### src/rtl/sram_like_responder.sv
// SRAM-like data-port slave: accepts requests, issues them to a synchronous RAM,
// and returns in-order responses a fixed LATENCY cycles after acceptance.
module sram_like_responder #(
  parameter int LATENCY = 2,
  parameter int DEPTH   = 2
) (
  input  logic        clk,
  input  logic        reset,
  input  logic        data_req,
  input  logic        data_wr,
  input  logic [1:0]  data_size,
  input  logic [31:0] data_addr,
  input  logic [31:0] data_wdata,
  output logic [31:0] data_rdata,
  output logic        data_addr_ok,
  output logic        data_data_ok,
  output logic        ram_en,
  output logic [3:0]  ram_wen,
  output logic [31:0] ram_addr,
  output logic [31:0] ram_wdata,
  input  logic [31:0] ram_rdata
);

  localparam int CW = $clog2(DEPTH + 1);
  localparam logic [CW-1:0] DEPTH_C = CW'(DEPTH);

  logic [CW-1:0]      cnt_reg;
  logic [LATENCY-1:0] valid_reg;
  logic [LATENCY-1:0] wr_reg;
  logic [31:0]        resp_data;
  logic               accept;

  // A response leaving this cycle frees a slot, so a full pipe can still accept.
  assign data_data_ok = valid_reg[LATENCY-1];
  assign data_addr_ok = data_req && ((cnt_reg < DEPTH_C) || data_data_ok);
  assign accept       = data_req && data_addr_ok;

  assign ram_en    = accept;
  assign ram_addr  = {data_addr[31:2], 2'b00};
  assign ram_wdata = data_wdata;

  always_comb begin
    ram_wen = 4'b0000;
    if (accept && data_wr) begin
      case (data_size)
        2'd0:    ram_wen = 4'b0001 << data_addr[1:0];
        2'd1:    ram_wen = data_addr[1] ? 4'b1100 : 4'b0011;
        default: ram_wen = 4'b1111;
      endcase
    end
  end

  always_ff @(posedge clk or posedge reset) begin
    if (reset) begin
      cnt_reg   <= '0;
      valid_reg <= '0;
      wr_reg    <= '0;
    end else begin
      case ({accept, data_data_ok})
        2'b10:   cnt_reg <= cnt_reg + 1'b1;
        2'b01:   cnt_reg <= cnt_reg - 1'b1;
        default: cnt_reg <= cnt_reg;
      endcase
      valid_reg[0] <= accept;
      wr_reg[0]    <= data_wr;
      for (int i = 1; i < LATENCY; i++) begin
        valid_reg[i] <= valid_reg[i-1];
        wr_reg[i]    <= wr_reg[i-1];
      end
    end
  end

  // RAM read data lands one cycle after issue; deeper pipes carry it forward.
  generate
    if (LATENCY == 1) begin : gen_comb
      assign resp_data = ram_rdata;
    end else begin : gen_pipe
      logic [31:0] data_reg [LATENCY-1];
      for (genvar gi = 0; gi < LATENCY - 1; gi++) begin : gen_stage
        always_ff @(posedge clk or posedge reset) begin
          if (reset) begin
            data_reg[gi] <= '0;
          end else if (gi == 0) begin
            data_reg[gi] <= ram_rdata;
          end else begin
            data_reg[gi] <= data_reg[(gi == 0) ? 0 : gi - 1];
          end
        end
      end
      assign resp_data = data_reg[LATENCY-2];
    end
  endgenerate

  assign data_rdata = (data_data_ok && !wr_reg[LATENCY-1]) ? resp_data : 32'h0;

endmodule

### config.mk
export PLATFORM = sky130hd
export DESIGN_NAME = sram_like_responder
export DESIGN_NICKNAME = d
export VERILOG_FILES = /design/src/rtl/sram_like_responder.sv
export SDC_FILE = /design/constraint.sdc
export NUM_CORES = 1
export LEC_CHECK = 0
export BUFFER_PORTS_ARGS = -buffer_cell sky130_fd_sc_hd__buf_4
export CORE_AREA = 2 2 79 81
export CTS_BUF_LIST = sky130_fd_sc_hd__clkbuf_16
export CTS_CLUSTER_SIZE = 30
export DETAILED_ROUTE_END_ITERATION = 16
export DIE_AREA = 0 0 81 83
export HOLD_SLACK_MARGIN = 0.02
export PLACE_DENSITY = 0.75
export SLEW_MARGIN = 0
export SYNTH_ARGS = -nofsm -noshare
export SYNTH_HDL_FRONTEND = slang
export SYNTH_SLANG_ARGS = --single-unit
### constraint.sdc
create_clock -name clk -period 1.5 [get_ports clk]
set_clock_uncertainty 0.2 [all_clocks]
set_input_delay 0.15 -clock clk [delete_from_list [all_inputs] [get_ports clk]]
set_output_delay 0.15 -clock clk [all_outputs]
set_load 0.02 [all_outputs]
# --- Word level (Yosys, flattened, before mapping) ---
# Cells that the tools add are included.
totals:
  regBits: 38
  inputBits: 102
  wordCells: 24
op_classes:
  add_sub_neg: 2
  magnitude_cmp: 1
  eq_ne: 3
  n_shift: 1
  n_mux: 5
  n_reduce_logical: 8
op_table:
  columns: ["operator", "n"]
  rows:
  - ["2-to-1 mux 32 bit", 1]
  - ["2-to-1 mux 4 bit", 2]
  - ["case mux 4 bit (2 select lines)", 1]
  - ["equality test 2 x 1 -> 1 bit, second input constant", 2]
  - ["logical AND 1 bit", 4]
  - ["case mux 2 bit (2 select lines)", 1]
  - ["<< shifter 1 x 2 -> 4 bit, first input constant", 1]
  - ["adder 2 x 1 -> 2 bit, second input constant", 1]
  - ["equality test 2 bit, second input constant", 1]
  - ["zero test 2 bit", 1]
  - ["less-than comparator 2 bit, second input constant", 1]
  - ["nonzero test 2 bit", 1]
  - ["subtractor 2 x 1 -> 2 bit, second input constant", 1]
  - ["zero test 1 bit", 1]
  - ["logical OR 1 bit", 1]

# --- Logic depth before layout (Yosys ltp) ---
logic_depth:
  depth_word: 6
  mapped_depth: 6
  depth_no_buf: 6

# --- Least setup slack after synthesis ---
# No wires, ideal clock.
synth_path:
  kind: "register to register"
  startpoint: "register valid_reg[1]"
  endpoint: "register cnt_reg[1]"
  arrival_time_ns: 1.229
  required_ns: 1.220
  path_slack_ns: -0.009
  path_stages_with_launch: 5
  n_path_buf: 0
  period_less_slack_ns: 1.509
  path_cell_list: "dfrtp_1 > o21ai_0 > ha_1 > nor2_1 > xnor2_1"
synth_between:
  elab_chain_len: 5
synth_lines:
  columns: ["element", "line_no", "rtl"]
  rows:
  - ["from (decl)", "28", "logic [LATENCY-1:0] valid_reg;"]
  - ["from (signal, indexed assignment)", "67", "valid_reg[i] <= valid_reg[i-1];"]
  - ["logical OR 1 bit", "35", "assign data_addr_ok = data_req && ((cnt_reg < DEPTH_C) || data_data_ok);"]
  - ["logical AND 1 bit", "35", null]
  - ["logical AND 1 bit", "36", "assign accept = data_req && data_addr_ok;"]
  - ["equality test 2 x 1 -> 1 bit / equality test 2 bit (equally long branches)", "59", "case ({accept, data_data_ok})"]
  - ["case mux 2 bit (2 select lines) / nonzero test 2 bit (equally long branches)", null, null]
  - ["to (signal assigned)", "60", "2'b10: cnt_reg <= cnt_reg + 1'b1;"]
  - ["to (signal assigned)", "61", "2'b01: cnt_reg <= cnt_reg - 1'b1;"]
  - ["to (signal assigned)", "62", "default: cnt_reg <= cnt_reg;"]
  - ["to (decl)", "27", "logic [CW-1:0] cnt_reg;"]
# Several ways; a longest one is shown, not always the timed one.
# A chain may end at the register's enable or synchronous reset.

# --- Final worst setup path ---
layout_path:
  startpoint: "register valid_reg[1]"
  endpoint: "output port data_rdata[0]"
layout_between:
  elab_chain_len: 2
layout_lines:
  columns: ["element", "line_no", "rtl"]
  rows:
  - ["logical AND 1 bit", "94", "assign data_rdata = (data_data_ok && !wr_reg[LATENCY-1]) ? resp_data : 32'h0;"]
  - ["2-to-1 mux 32 bit", "94", null]
  - ["to (decl)", "14", "output logic [31:0] data_rdata,"]
# No other way between the ends.

==> run metrics <==
Worst Setup End Kind output pin; Clock Path Buffers 2; DR WL/cell 13.61 µm; CTS root buffer clkbuf_16; DR vias 1240; sequential group share of total power 49.4%; Final Util 47.10%; power after layout 2193 µW; largest net degree at the start of global routing 39; Num CTS Buffers 5; row cnt 28; GRT overflow 0; Static Leak 0.001321 µW; area added between synthesis and finish 51.38%; initial antenna violation count 0; Ports 205; post-synthesis instance area 0.001809 mm²; syn_area_per_cell 11.17 µm²; CTS tree done; count of cell types in the netlist 15; Clock transition at path regs 0.05 ns; Synth Area in Simple Gates 12.66%; Net Switching 404.9 µW; RSZ-0062 raised after global routing true; Worst Path Max Fanout 15; TritonRoute pass-1 iters 2; power per cell area 800.7 mW/mm²; period utilization 109.2%; Finished Layout Cells 298; Tmin final 1.638 ns; Mapped Cells 162; Hold Fails Final Rpt 0; H-tree Lvls 2; mux cell area share after synthesis 0%; adder-cell area share of the yosys netlist 0.6916%; vias in the first global route 1378; Peak VDD IR 0.6808 mV; Clk pwr share 42.0%; max-cap violations 0; max reg flops 32; Port Buf Inserts 78; layout cells sized above 1 51.57%; Routed Antenna Nets 0; placed instance area 0.002018 mm²; violations in the final reports negative setup slack; Nets 327; total global-route track usage 12.32%; die area 0.006723 mm²; Final HPWL DP 2881 µm; internal power 1788 µW; # diodes 0; achievable frequency 0.6107 GHz; Critical Path RT 1.15 ns; synth warn 0; Initial Util 31.11%; synthesized-area fraction occupied by ao, oa, aoi and oai cells 2.351%; CP startpoint kind flop; clk_lat worst skew 0.27 ns; final WL 4055 µm; xor/xnor share of the synthesized area 1.452%; outcome complete, but fails checks; DP Cell Count 251; DRC violations left 0; Seq cells post-synth 38; max-slew violations 0; largest family of logic cells by synthesized area buffers and inverters; Switching Fraction 18.46%; register area share after synthesis 52.56%; first-pass GRT wire length 6272 µm; CTS sink cnt 38; Finished Cell Area 0.002739 mm²; crit path setup slack, layout -0.1376 ns; Worst Hold Class primary input to flop; Worst Path Class, Setup flop to output pin; DRT iter0 DRCs 20; core box area 0.005816 mm²; Setup violations, final 40; combinational power share 8.5%; Avg Vias per Cell 4.161; die width 81 µm; GPL Wtd Cong 0.7024; commonest non-fill, non-tap cell in the layout buf_4; most frequent cells in the layout 48 x buf_4, 38 x dfrtp_1, 38 x buf_6, 34 x dlygate4sd3_1, 19 x and2_1; worst path arrival time 1.29 ns; die height 83 µm
-- cell families (layout without fill, tap and decap cells) --
kind of cell               count (synthesis)  in the layout
xor gates and xnor gates                   3              3
adders and majority gates                  1              1
buffers and inverters                     74            134
other                                      1              2
and+or+nand+nor                           37             37
DFF                                       38             38
AOI/OAI and AO/OA                          8              8
-- power by group through the flow --
stage | sequential (µW) | clock (µW) | combinational [µW]
after detailed placement | 1100 | 0 | 117
final | 1080 | 922 | 187
after global placement | 1100 | 0 | 112
after floorplan | 1100 | 0 | 272
after CTS | 1080 | 956 | 189
after global routing | 1090 | 1010 | 207
-- Yosys cell counts --
| cell type | number | area, µm² |
|---|---|---|
| inv_2 | 1 | 3.750 |
| and2_1 | 32 | 200.2 |
| o211ai_1 | 1 | 7.510 |
| xnor2_1 | 3 | 26.28 |
| nand2b_1 | 1 | 6.260 |
| dfrtp_1 | 38 | 950.9 |
| a21oi_1 | 4 | 20.02 |
| o21ai_0 | 3 | 15.01 |
| nor2_4 | 1 | 11.26 |
| conb_1 | 1 | 3.750 |
| ha_1 | 1 | 12.51 |
| buf_4 | 65 | 488.0 |
| nor2_1 | 3 | 11.26 |
| inv_1 | 5 | 18.77 |
| buf_6 | 3 | 33.78 |
-- final timing paths --
check                      cells past startpoint    startpoint  slack, ns                    end
max                                            5  valid_reg[1]      -0.14          data_rdata[0]
min                                            4      data_req       0.06           valid_reg[0]
max reg2reg                                    7  valid_reg[1]      -0.10             cnt_reg[1]
min reg2reg                                    0     wr_reg[0]       0.15              wr_reg[1]
max in group asynchronous                      4         reset       0.42  gen_pipe.data_reg[15]
min in group asynchronous                      4         reset       0.36   gen_pipe.data_reg[5]
-- what timing repair did --
| action | 4_1_cts | 5_1_grt |
|---|---|---|
| endpoints found under the hold margin | 72 | 0 |
| pin swaps | 5 | 0 |
| setup buffers | 3 | 4 |
| gates resized for setup | 41 | 18 |
| hold buffers | 34 | 0 |
| endpoints found under the setup margin | 38 | 39 |
-- final cells by class --
type                       count  area [µm²]
multi-input combinational     51       374.1
clock buffer                   5       125.1
tap                           75       93.84
fill                         533        3077
clock inverter                 1       3.754
timing repair buffer         122        1169
inverter                       6       22.52
sequential                    38       950.9
-- layer usage --
metal | vias to the layer above | wire length, µm | global-route usage (%)
li1 | 541 | - | -
met1 | 591 | 1189 | 10.94
met2 | 84 | 2274 | 22.24
met3 | 24 | 467 | 6.196
met4 | 0 | 123 | 6.009
met5 | - | 0 | 0
-- through the flow --
stage	TNS, ns	hold slack, ns	setup WS (ns)
after global routing	-6.758	0.06449	-0.2104
after floorplan	0	-0.01857	0.05220
after global placement	0	0.05916	0.08445
after CTS	-4.303	-0.07745	-0.1362
after detailed placement	0	0.06033	0.06395
final	-4.076	0.05919	-0.1376
-- worst max-delay path: stages, from the launching register on --
cell     delay (ns)
dfrtp_1        0.38
inv_2          0.06
nor2_4         0.14
buf_12         0.15
and2_1         0.16
buf_6          0.13
Power figures use the tool's default switching activity.
